[config.mk]
export PLATFORM = sky130hd
export DESIGN_NAME = parallel_operand_loader
export DESIGN_NICKNAME = d
export VERILOG_FILES = /design/src/rtl/parallel_operand_loader.sv
export SDC_FILE = /design/constraint.sdc
export NUM_CORES = 1
export LEC_CHECK = 0
export ABC_AREA = 0
export CELL_PAD_IN_SITES_DETAIL_PLACEMENT = 1
export CELL_PAD_IN_SITES_GLOBAL_PLACEMENT = 2
export CORE_ASPECT_RATIO = 0.75
export CORE_UTILIZATION = 32
export CTS_CLUSTER_SIZE = 14
export DETAILED_ROUTE_END_ITERATION = 10
export PLACE_DENSITY = 0.9
export SLEW_MARGIN = 10
export SYNTH_ARGS = -nofsm -noshare
export SYNTH_HDL_FRONTEND = slang
export SYNTH_SLANG_ARGS = --single-unit
[constraint.sdc]
create_clock -name clk -period 1.69 [get_ports clk]
set_input_delay 0.4225 -clock clk [delete_from_list [all_inputs] [get_ports clk]]
set_output_delay 0.4225 -clock clk [all_outputs]
set_load 0.005 [all_outputs]
[src/rtl/parallel_operand_loader.sv]
// Assembles two full-width operands from a narrow chunk stream (LSB chunk first)
// and presents them as a registered, stable pair under a valid/ready handshake.
module parallel_operand_loader #(
    parameter int S = 3,
    parameter int C = 1
) (
    input  logic            clk,
    input  logic            rst_n,
    input  logic            clr,
    input  logic [2**C-1:0] chunk,
    input  logic            in_valid,
    output logic            in_ready,
    output logic [2**S-1:0] in1,
    output logic [2**S-1:0] in2,
    output logic            out_valid,
    input  logic            out_ready
);
    localparam int W  = 2**S;
    localparam int K  = 2**C;
    localparam int N  = 2**(S-C);
    localparam int CW = (S == C) ? 1 : S - C;
    localparam logic [CW-1:0] LAST = CW'(N - 1);

    typedef enum logic [1:0] {
        LOAD_A,
        LOAD_B,
        HOLD
    } state_e;

    state_e          state_q, state_d;
    logic [CW-1:0]   cnt_q,   cnt_d;
    logic [W-1:0]    in1_q,   in1_d;
    logic [W-1:0]    in2_q,   in2_d;
    logic            rdy_q;
    logic            accept;

    function automatic logic [W-1:0] insert_chunk(input logic [W-1:0] word,
                                                  input logic [CW-1:0] idx,
                                                  input logic [K-1:0] data);
        for (int i = 0; i < N; i++) begin
            if (idx == CW'(i)) word[i*K +: K] = data;
        end
        return word;
    endfunction

    // rdy_q keeps in_ready low until the first clock after reset release.
    assign in_ready  = rdy_q & (state_q != HOLD);
    assign out_valid = (state_q == HOLD);
    assign in1       = in1_q;
    assign in2       = in2_q;
    assign accept    = in_valid & in_ready & ~clr;

    always_comb begin
        // NOTE: every signal gets a default first so no path leaves it unassigned (no latch).
        state_d = state_q;
        cnt_d   = cnt_q;
        in1_d   = in1_q;
        in2_d   = in2_q;

        if (clr) begin
            state_d = LOAD_A;
            cnt_d   = '0;
        end else begin
            unique case (state_q)
                LOAD_A: begin
                    if (accept) begin
                        in1_d = insert_chunk(in1_q, cnt_q, chunk);
                        if (cnt_q == LAST) begin
                            cnt_d   = '0;
                            state_d = LOAD_B;
                        end else begin
                            cnt_d = cnt_q + CW'(1);
                        end
                    end
                end
                LOAD_B: begin
                    if (accept) begin
                        in2_d = insert_chunk(in2_q, cnt_q, chunk);
                        if (cnt_q == LAST) begin
                            cnt_d   = '0;
                            state_d = HOLD;
                        end else begin
                            cnt_d = cnt_q + CW'(1);
                        end
                    end
                end
                HOLD: begin
                    if (out_ready) begin
                        state_d = LOAD_A;
                        cnt_d   = '0;
                    end
                end
                default: begin
                    state_d = LOAD_A;
                    cnt_d   = '0;
                end
            endcase
        end
    end

    // NOTE: state registers use non-blocking assignments so all flops update together.
    always_ff @(posedge clk or negedge rst_n) begin
        if (!rst_n) begin
            state_q <= LOAD_A;
            cnt_q   <= '0;
            in1_q   <= '0;
            in2_q   <= '0;
            rdy_q   <= 1'b0;
        end else begin
            state_q <= state_d;
            cnt_q   <= cnt_d;
            in1_q   <= in1_d;
            in2_q   <= in2_d;
            rdy_q   <= 1'b1;
        end
    end

endmodule
---- Word level (Yosys, flattened, before mapping) ----
Cells that the tools add are included.
storage, ports and cells
  bits in registers ....................... 21
  bits of input ports ..................... 7
  output and inout bits ................... 18
operators by class
  add/sub/neg operators ................... 1
  equal/unequal tests ..................... 12
  mux-type cells .......................... 11
  bitwise operators ....................... 4
  reduce and logical (&&, ||, !) cells .... 13
operators with widths
  cell                   count
  $reduce_and A4 Y1      8
  $mux W2                9
  $ne A3 B3 Y1 const B   4
  $eq A2 B2 Y1 const B   3
  $pmux W2 S3            1
  $reduce_and A5 Y1      1
  $eq A2 B1 Y1 const B   2
  $logic_not A2 Y1       2
  $pmux W2 S2            1
  $and A1 B1 Y1          3
  $ne A3 B1 Y1 const B   1
  $ne A3 B2 Y1 const B   1
  $add A2 B1 Y2 const B  1
  $ne A2 B2 Y1 const B   1
  $reduce_and A2 Y1      1
  $reduce_or A2 Y1       1
  $not A1 Y1             1

---- Logic depth before layout (Yosys ltp) ----
Gate-level depths: netlist of the first run.
  word-level depth ........................ 7
  gate-level depth with buffers ........... 4
  depth with buffers taken out ............ 4

---- Worst setup path before layout of the first run ----
Ideal clock, no wire load.
  kind .................................... reg2reg
  start ................................... register cnt_q[0]
  end ..................................... register cnt_q[0]
  library setup time ...................... 0.082 ns
  arrival ................................. 1.282 ns
  slack ................................... 0.326 ns
  cell stages (with the launch flop) ...... 4
  buffers on the path ..................... 0
  path through ............................ dfrtp_1 -> ha_1 -> or4_1 -> a31oi_1
between the ends
  longest elaborated chain between the ends .. 5
  elaborated cells between the ends (all ways) .. 6
  classes of those cells .................. add/sub: 1; eq/ne: 1; mux: 4
RTL lines
  element                                        line    text
  start: declaration                             31      logic [CW-1:0] cnt_q, cnt_d;
  start signal: assignment                       111     cnt_q <= cnt_d;
  $add A2 B1 Y2 or $eq A2 B2 Y1 (tied branches)  -
  $mux W2 (*)                                    68, 79
  $mux W2 (*)                                    66      if (accept) begin
  $pmux W2 S2 (*)                                64      unique case (state_q)
  $mux W2 (*)                                    60      if (clr) begin
Mark *: on every way between the ends. The rest lies on a longest branch, timed or not. The select of a mux whose other input is x is not followed.
A chain may end at the register's enable or synchronous reset.

---- Worst setup path after layout of the first run ----
  start ................................... input in_valid
  end ..................................... register in2_q[3], in the netlist in2[3]
between the ends
  longest elaborated chain between the ends .. 3
RTL lines
  element                             line  text
  start: declaration                  11    input logic in_valid,
  $and A1 B1 Y1 (2 in series)         51    assign accept = in_valid & in_ready & ~clr;
  $reduce_and A4 Y1 (no source line)  -
  end signal: assignment              113   in2_q <= in2_d;
  end: declaration                    33    logic [W-1:0] in2_q, in2_d;
No other way between the ends.

==> metrics.md, run 1 <==
| Metric | Value |
|---|---|
| Met1 Use GR | 19.2% |
| CP Capture Type | flip-flop |
| Synth area leaders | dfrtp_1 (52%), mux2_2 (18%), ha_1 (5.0%) |
| PwrDens | ~740 nW/µm² |
| CTS buffer count | 3 |
| FF-to-FF setup slack | around 180 ps |
| Post-Place Cells | 142 |
| Syn. warnings | 0 |
| Total Nets Final | between 100 and 150 |
| Ratio of cells with drive above 1 in the final layout | 32.4% |
| Core Util, Final | 47.3% |
| Syn nets | 84 |
| Leak pwr | 0.635 nW |
| Row Count | 17 |
| Crit Path Class | input pin to flip-flop |
| Largest net degree at the start of global routing | 22 |
| Area grow syn2layout | 39.3% |
| Fillcell total | between 300 and 400 |
| Top_reg_cell synth | dfrtp_1 |
| Post-cts resize count | 3 |
| Overall Global Routing Usage | 15.4% |
| Post-DP HPWL | 1680 µm |
| H-tree Lvls | 1 |
| Worst setup path start | in_valid |
| Startpoint Class | input pin |
| Arr. time, crit path | roughly 1800 ps |
| Register area share after synthesis | between 50% and 60% |
| Die width | about 67 µm |
| Fmax | between 600 and 700 MHz |
| Worst r2r src | state_q[1] |
| DIE HEIGHT | 50.5 µm |
| CTS Sinks | 21 |
| Final setup margin | slightly above 40 ps |
| Cells after Synth | 73 |
| Critical path required time | roughly 1800 ps |
| Initial Utilization | 33.9% |
| Max Slew Vio Count | 0 |
| Final Setup Violations | 0 |
| Synth Area in Compound Gates | ~2.2% |
| Pwr Total | 1.04 mW |
| Crit-path max FO | 5 |
| First-pass GRT wire length | between 3000 and 4000 µm |
| Cell area after synthesis | 1000 µm² |
| Final hold violation count | 0 |
| DRC | 0 |
| Clk_lat worst skew | ~260 ps |
| FF+latch area | 526 µm² |
| Core area | 2960 µm² |
| Top cell type by total area after synthesis | dfrtp_1 |
| Met3 GRT Util | 4.55% |
| HP Class | input pin to asynchronous set/reset pin |
| Asr flop ratio synth | 100% |
| CTS max path bufs | 2 |
| #FFs+latches synth | 21 |
| ANT cells | 0 |
| Post-synth EDFFs | 0 |
| Post-synth cell types | 21 |
| Most common cell in the netlist | dfrtp_1 |
| Final WL | 2180 µm |
| Max rail drop VDD | 0.490 mV |
| DR WL/cell | 14.9 µm |
| Worst-path clk slew | 70 ps |
| Minimum clock period | between 1500 and 2000 ps |
| Final Hold Slack | 501 ps |
| Vias in the first global route | 803 |
| RePlAce Congestion | 0.708 |
| Multi-input logic area | between 400 and 500 µm² |
| # port buffers | 24 |
| CTS hold repair buffers | 0 |
| Via-to-Cell Ratio | roughly 4.9 |
| Full die area | 3370 µm² |
| Final instance area | 1400 µm² |
| Grt met2 use | 24.9% |
| Post-synth top area share | 52.4% |
| Total number of vias | 715 |
| Status | complete, no violations |
| Max cap viols | 0 |
| Finished Layout Cells | 146 |
| Root buffer cell | clkbuf_8 |
| Simple-gate share of the synthesized area | 19.6% |
| Main combinational cell family by area after synthesis | simple AND/OR/NAND/NOR gates |
| Worst clock skew | 2.09 ps |
| Part of the cycle the worst path needs | 97.6% |
| Top Ports | 25 |
| DRT antenna net count | 0 |
| Initial antenna violation count | 0 |
| Xor and xnor area share after synthesis | 0.873% |
| Reg-to-reg endpoint | in2[3] |
| CTS tree | built |
| RSZ-0062 raised after global routing | true |
| FF-to-FF path depth | 4 |
| Postcts setup bufs | 0 |
| Initial DRC count | 9 |
| Top cells by count, synth | dfrtp_1 (21), mux2_2 (16), nand3b_1 (6) |
| Mux contribution to synthesized area | 18.0% |
| Adder-Cell Fraction of Synth Area | 4.99% |
| Syn avg cell area | roughly 14 µm² |
| Drt first pass iters | 4 |
| Worst slack, placed | -220 ps |
| Total negative slack | 0 ps |
| GRT busiest layer | met2 |
| Cell Area, Placed | 1350 µm² |
| Grt total ovfl | 0 |
==> critical path, cell delays in order <==
cell and delay [ps]:
clkdlybuf4s50_1 560, nand4b_4 190, nor3b_2 270, mux2_2 360
==> flip-flops by register name, indices dropped and copies added, names as in the netlist <==
register / flops
rdy_q: 1
state_q: 2
in1: 8
cnt_q: 2
in2: 8
==> cells in the final DEF (no fill, tap or decap), types with 2 or more instances in the layout <==
cell	Yosys	layout
a31oi_1	2	2
buf_4	0	8
clkbuf_8	0	3
clkdlybuf4s50_1	0	22
dfrtp_1	21	21
dlygate4sd2_1	0	2
ha_1	4	4
inv_1	3	3
mux2_2	16	16
nand2_1	3	3
nand3b_1	6	6
nor3b_1	2	2
nor3b_2	3	2
==> layer usage <==
layer	share of wire, %	vias up
met3	5.9	4
li1	-	332
met2	48	20
met4	1.4	0
met1	44	359
met5	0	-
==> kinds of logic (layout without fill, tap and decap cells) <==
| logic type | after synthesis | count (layout) |
|---|---|---|
| simple gates | 23 | 23 |
| flops | 21 | 21 |
| mux | 16 | 16 |
| fa+ha+maj | 4 | 4 |
| buf+inv | 4 | 39 |
| compound gates | 3 | 3 |
| other cells | 1 | 1 |
| xor+xnor | 1 | 1 |
==> where the power goes <==
| part | leakage, nW | switching [mW] | internal (mW) |
|---|---|---|---|
| clock | 0.0228 | 0.151 | 0.168 |
| sequential | 0.283 | 0.0180 | 0.536 |
| combinational | 0.329 | 0.0593 | 0.105 |
| total | 0.635 | 0.228 | 0.808 |
==> final cells by class <==
cell class / instances / share of cell area [%]
clock buffer: 4 / 3.22
multi-input combinational: 48 / 33.7
sequential: 21 / 37.6
inverter: 3 / 0.806
timing repair buffer: 32 / 21.3
tap: 38 / 3.40
==> worst max path at each step <==
stage	end	slack (ps)
after CTS	in2[5]	40
after floorplan	cnt_q[0]	330
final	in2[3]	40
after detailed placement	in2[5]	-220
after global routing	in2[1]	-5
after global placement	in2[3]	-170
(Power assumes the default switching activity.)
==> inputs of run 2 (changes only) <==
CAP_MARGIN = 20   (was unset)
SLEW_MARGIN = 25   (was 10)
TNS_END_PERCENT = 5   (was unset)
==> results of run 2 <==
Final layout, timing and power as in run 1 (identical DEF).
==> inputs of run 3 (changes only) <==
ABC_CLOCK_PERIOD_IN_PS = 1690   (was unset)
==> results of run 3 <==
Final layout, timing and power as in run 1 (identical DEF).
